<file path="src/rtl/multi_voice_sampler.sv">
// N-voice drum sample player: each voice walks its own external ROM, and the
// active voices are volume-scaled, summed and saturated once per sample tick.
module multi_voice_sampler #(
    parameter int NUM_VOICES = 4,
    parameter int ADDR_W     = 13,
    parameter int DATA_W     = 8,
    parameter int OUT_W      = 8
) (
    input  logic                         clk,
    input  logic                         resetn,
    input  logic                         sample_tick,
    input  logic [NUM_VOICES-1:0]        trig,
    input  logic [NUM_VOICES-1:0]        stop,
    input  logic [NUM_VOICES-1:0]        loop_en,
    input  logic [NUM_VOICES*ADDR_W-1:0] len,
    input  logic [NUM_VOICES*4-1:0]      vol,
    output logic [NUM_VOICES*ADDR_W-1:0] rom_addr,
    input  logic [NUM_VOICES*DATA_W-1:0] rom_data,
    output logic [NUM_VOICES-1:0]        active,
    output logic [OUT_W-1:0]             out_sample,
    output logic                         out_valid
);

    localparam int SUM_W  = DATA_W + $clog2(NUM_VOICES) + 1;
    localparam int PROD_W = DATA_W + 5;
    localparam logic [SUM_W-1:0] OUT_MAX = SUM_W'((2 ** OUT_W) - 1);

    logic [ADDR_W-1:0]     addr_q [NUM_VOICES];
    logic [ADDR_W-1:0]     addr_d [NUM_VOICES];
    logic [NUM_VOICES-1:0] active_q, active_d;
    logic [OUT_W-1:0]      out_sample_q, out_sample_d;
    logic                  out_valid_q, out_valid_d;
    logic [SUM_W-1:0]      mix_sum;
    logic [PROD_W-1:0]     prod;

    always_ff @(posedge clk) begin
        if (!resetn) begin
            active_q     <= '0;
            out_sample_q <= '0;
            out_valid_q  <= 1'b0;
            for (int i = 0; i < NUM_VOICES; i++) begin
                addr_q[i] <= '0;
            end
        end else begin
            active_q     <= active_d;
            out_sample_q <= out_sample_d;
            out_valid_q  <= out_valid_d;
            for (int i = 0; i < NUM_VOICES; i++) begin
                addr_q[i] <= addr_d[i];
            end
        end
    end

    // Per-voice IDLE/PLAY transitions; trig outranks stop, which outranks advance.
    always_comb begin
        active_d = active_q;
        for (int i = 0; i < NUM_VOICES; i++) begin
            addr_d[i] = addr_q[i];
            if (trig[i]) begin
                active_d[i] = 1'b1;
                addr_d[i]   = '0;
            end else if (stop[i]) begin
                active_d[i] = 1'b0;
                addr_d[i]   = '0;
            end else if (sample_tick && active_q[i]) begin
                if (addr_q[i] == len[i*ADDR_W +: ADDR_W]) begin
                    active_d[i] = loop_en[i];
                    addr_d[i]   = '0;
                end else begin
                    addr_d[i] = addr_q[i] + ADDR_W'(1);
                end
            end
        end
    end

    // Mix uses the pre-edge active flags, so a one-shot's last sample is still heard.
    always_comb begin
        mix_sum = '0;
        prod    = '0;
        for (int i = 0; i < NUM_VOICES; i++) begin
            prod = PROD_W'(rom_data[i*DATA_W +: DATA_W])
                 * PROD_W'({1'b0, vol[i*4 +: 4]} + 5'd1);
            if (active_q[i]) begin
                mix_sum = mix_sum + SUM_W'(prod >> 4);
            end
        end
        out_valid_d  = sample_tick;
        out_sample_d = out_sample_q;
        if (sample_tick) begin
            out_sample_d = (mix_sum > OUT_MAX) ? OUT_MAX[OUT_W-1:0] : mix_sum[OUT_W-1:0];
        end
    end

    always_comb begin
        rom_addr = '0;
        for (int i = 0; i < NUM_VOICES; i++) begin
            rom_addr[i*ADDR_W +: ADDR_W] = addr_q[i];
        end
    end

    assign active     = active_q;
    assign out_sample = out_sample_q;
    assign out_valid  = out_valid_q;

endmodule

</file>
<file path="config.mk">
export PLATFORM = sky130hd
export DESIGN_NAME = multi_voice_sampler
export DESIGN_NICKNAME = d
export VERILOG_FILES = /design/src/rtl/multi_voice_sampler.sv
export SDC_FILE = /design/constraint.sdc
export NUM_CORES = 1
export LEC_CHECK = 0
export BUFFER_PORTS_ARGS = -buffer_cell sky130_fd_sc_hd__buf_2
export CORE_MARGIN = 5
export CORE_UTILIZATION = 50
export DETAILED_ROUTE_END_ITERATION = 6
export GPL_TIMING_DRIVEN = 0
export PLACE_DENSITY = 0.73
export SKIP_CTS_REPAIR_TIMING = 1
export SLEW_MARGIN = 20
export SYNTH_ARGS = -nofsm -noshare
export SYNTH_HDL_FRONTEND = slang
export SYNTH_SLANG_ARGS = --single-unit
</file>
<file path="constraint.sdc">
create_clock -name clk -period 20.9 [get_ports clk]
set_input_delay 1.045 -clock clk [delete_from_list [all_inputs] [get_ports clk]]
set_output_delay 1.045 -clock clk [all_outputs]
set_load 0.02 [all_outputs]
</file>
==> results.yml <==
synth:
  synth_edf_count: 0
  async_flop_share_pct: 0
  ys_types: 62
  ys_seq_area_share_pct: 14.2
  synth_ff_type: "dfxtp_1"
  synth_top_area_cell: "fa_1"
  syn_area_um2: 9190
  syn_nets: 1420
  yosysWarnings: 0
  synth-seq-cells: 65
  synth_common_cells: "117 x nor2_1, 112 x nand2_1, 110 x ha_1"
  syn_inst: 1124
  synth_most_common_cell: "nor2_1"
  synth_area_leaders: "fa_1 15%, ha_1 15%, dfxtp_1 14%, xnor2_1 6.7%, xor2_1 6.6%"
  postSynthAreaPerCell_um2: 8.18
  synth_top_area_share_pct: 15.5
clocking:
  cts_buffer_depth: 2
  clock-sinks: 65
  cts_made_buffers: 9
  ctsRootBufferMaster: "clkbuf_16"
  tritoncts: "done"
  clk_latency_ns: 0.33
  htree_levels: 3
  clk_pin_slew_worst_paths_ns: 0.05
detailed_routing:
  final_antenna_net_count: 0
  wire_per_inst_um: 13.9
  drcViolationCount: 0
  drtIter0Drc: 218
  viasPerCell: 5.21
  first_pass_iters: 5
  routed_wl_um: 21600
  dr_total_vias: 8072
global_route:
  grt_pass1_vias: 8160
  busiest_layer: "met2"
  gr-usage-all-layers_pct: 20.2
  grt_use_met3_pct: 3.21
  grt_antenna_before_repair: 0
  grt_pass1_wl_um: 37400
  grt_max_degree: 12
  gr-total-overflow: 0
  use_met2_pct: 36.3
  use_met1_pct: 25.9
finish:
  nFillCells: 1704
  drive_gt1_share_pct: 16.0
  layout.nets: 1610
  syn2layout_area_growth_pct: 16.4
  fin_area_um2: 10700
  diodes: 0
power:
  pwr-share-clk_pct: 19.9
  irDropWorstVdd_mv: 0.0542
  p_int_uw: 469
  power_frac_comb_pct: 64.0
  seqPwrFrac_pct: 16.1
  switching_power_uw: 345
  switching_share_pct: 42.3
  power.density_nw_per_um2: 76.1
  p_leak_nw: 5.21
  p_total_uw: 814
worst_setup_path:
  cp.required_ns: 21.15
  reg2reg_depth: 26
  critical_path_arrival_ns: 9.91
  r2r_end: "out_sample[0]"
  timing.rr.start: "active[0]"
  startpoint: "vol[0]"
  crit_fanout: 9
  crit_top_cell: "ha_1"
  critPathSlowestCell: "fa_1"
  cp-end-kind: "register"
  slowest_delay_ns: 0.56
  path_class: "input pin to register"
  startpoint_type: "input pin"
  worst-r2r-setup-slack_ns: 14.95
  endpoint: "out_sample[0]"
run:
  maxCapViolations: 0
floorplan:
  die_area_um2: 21200
  fp.dieH_um: 146
  dieWidth_um: 146
  start_util_pct: 51.0
  std_cell_rows: 49
  design.core.area_um2: 18000
  ios: 180
sta:
  layout_setup_ws_ns: 11.24
  min_period_ns: 9.66
  finalSetupViolations: 0
  rsz0062_at_grt: "false"
  fin_crit_sh_pct: 46.2
  hold_viol_final: 0
  drv_slew: 0
  finalSetupTns_ns: 0
  max_freq_mhz: 104
  fin_skew_ns: 0.00587
  slew-limit-headroom_pct: 58.3
  tightest_slew_ns: 0.622
outcome:
  status: "complete, no violations"
place:
  placed_area_um2: 10400
  pre_cts_slack_ns: 11.04
  place_hpwl_um: 18100
  port_buffers: 179
  gp_congestion: 0.869
min_path:
  hold_path_class: "register to register"
[worst min path at each step]
stage	cells past startpoint	slack (ns)	to	start
after floorplan	2	0.57	addr_q[2][1]	addr_q[2][1]
after global placement	2	0.51	out_sample[0]	out_sample[0]
after detailed placement	2	0.52	out_sample[1]	out_sample[1]
after CTS	2	0.53	addr_q[0][1]	addr_q[0][1]
after global routing	2	0.55	out_sample[6]	out_sample[6]
final	2	0.53	addr_q[0][1]	addr_q[0][1]
[kinds of logic (layout without fill, tap and decap cells)]
family / Yosys count / after routing / share of synthesized area [%]
simple gates: 457 / 457 / 24.6
fa+ha+maj: 183 / 183 / 30.7
flops: 65 / 65 / 14.2
xor+xnor: 140 / 140 / 13.4
buf+inv: 117 / 312 / 4.79
mux: 15 / 15 / 1.69
compound gates: 147 / 147 / 10.6
[critical path, delay by kind of cell]
| kind | cells | cell delay [ns] |
|---|---|---|
| adder cells (fa/ha/maj) | 9 | 3.47 |
| multiplexers | 1 | 0.24 |
| AND/OR/NAND/NOR | 10 | 1.69 |
| AO/OA/AOI/OAI | 13 | 2.40 |
| buffers and inverters | 4 | 0.45 |
| XOR/XNOR | 2 | 0.60 |
[layer usage]
layer  part of all wire (%)  wire length (um)
met5                      0                 0
met4                    1.6               339
met3                    3.2               684
met2                     50             10800
met1                     45              9800
[power by group through the flow]
stage	clock network [mW]	registers, mW	logic [mW]
after global placement	0	0.134	0.506
after detailed placement	0	0.134	0.520
after CTS	0.164	0.131	0.524
after global routing	0.169	0.132	0.597
after floorplan	0	0.139	0.402
final	0.162	0.131	0.521
[registers in the layout, summed over array words and instances (netlist names)]
| name | count |
|---|---|
| active | 4 |
| addr_q | 52 |
| out_sample | 8 |
| out_valid | 1 |
[layout by cell type (no fill, tap or decap), types with 3 or more instances in the layout]
master | Yosys | layout
a211oi_1 | 6 | 6
a21o_1 | 7 | 7
a21oi_1 | 31 | 31
a22o_1 | 4 | 4
a31oi_1 | 11 | 11
and2_1 | 72 | 72
and3_1 | 13 | 13
and4_1 | 4 | 4
buf_2 | 1 | 180
clkbuf_1 | 19 | 20
clkbuf_16 | 0 | 9
dfxtp_1 | 65 | 65
fa_1 | 71 | 71
ha_1 | 110 | 110
inv_1 | 95 | 95
mux2_2 | 4 | 4
mux2i_1 | 11 | 11
nand2_1 | 112 | 112
nand2b_1 | 14 | 14
nand3_1 | 29 | 29
nand4_1 | 20 | 20
nor2_1 | 117 | 117
nor2b_1 | 30 | 30
nor3_1 | 21 | 21
nor3b_1 | 5 | 5
nor4_1 | 6 | 6
o211ai_1 | 4 | 4
o21a_1 | 24 | 24
o21ai_0 | 34 | 34
o21bai_1 | 3 | 3
o31ai_1 | 3 | 3
or2_2 | 3 | 3
or3_1 | 4 | 4
xnor2_1 | 70 | 70
xor2_1 | 69 | 69
[area by class of cell]
class / instances / area, um^2 / share of cell area (%)
Sequential cell: 65 / 1300 / 12.2
Tap cell: 229 / 287 / 2.68
Clock buffer: 11 / 243 / 2.27
Timing Repair Buffer: 179 / 896 / 8.38
Inverter: 96 / 360 / 3.37
Multi-Input combinational cell: 942 / 7450 / 69.6
Clock inverter: 5 / 78.8 / 0.737
Buffer: 21 / 80.1 / 0.749
[stage by stage]
stage / utilization, % / std cells / hold slack, ns
after global placement: 57.5 / 1532 / 0.511
after detailed placement: 57.5 / 1532 / 0.522
final: 59.3 / 1548 / 0.528
after CTS: 59.3 / 1548 / 0.531
after floorplan: - / 1124 / 0.574
after global routing: 59.3 / 1548 / 0.551
Power figures use the tool's default switching activity.
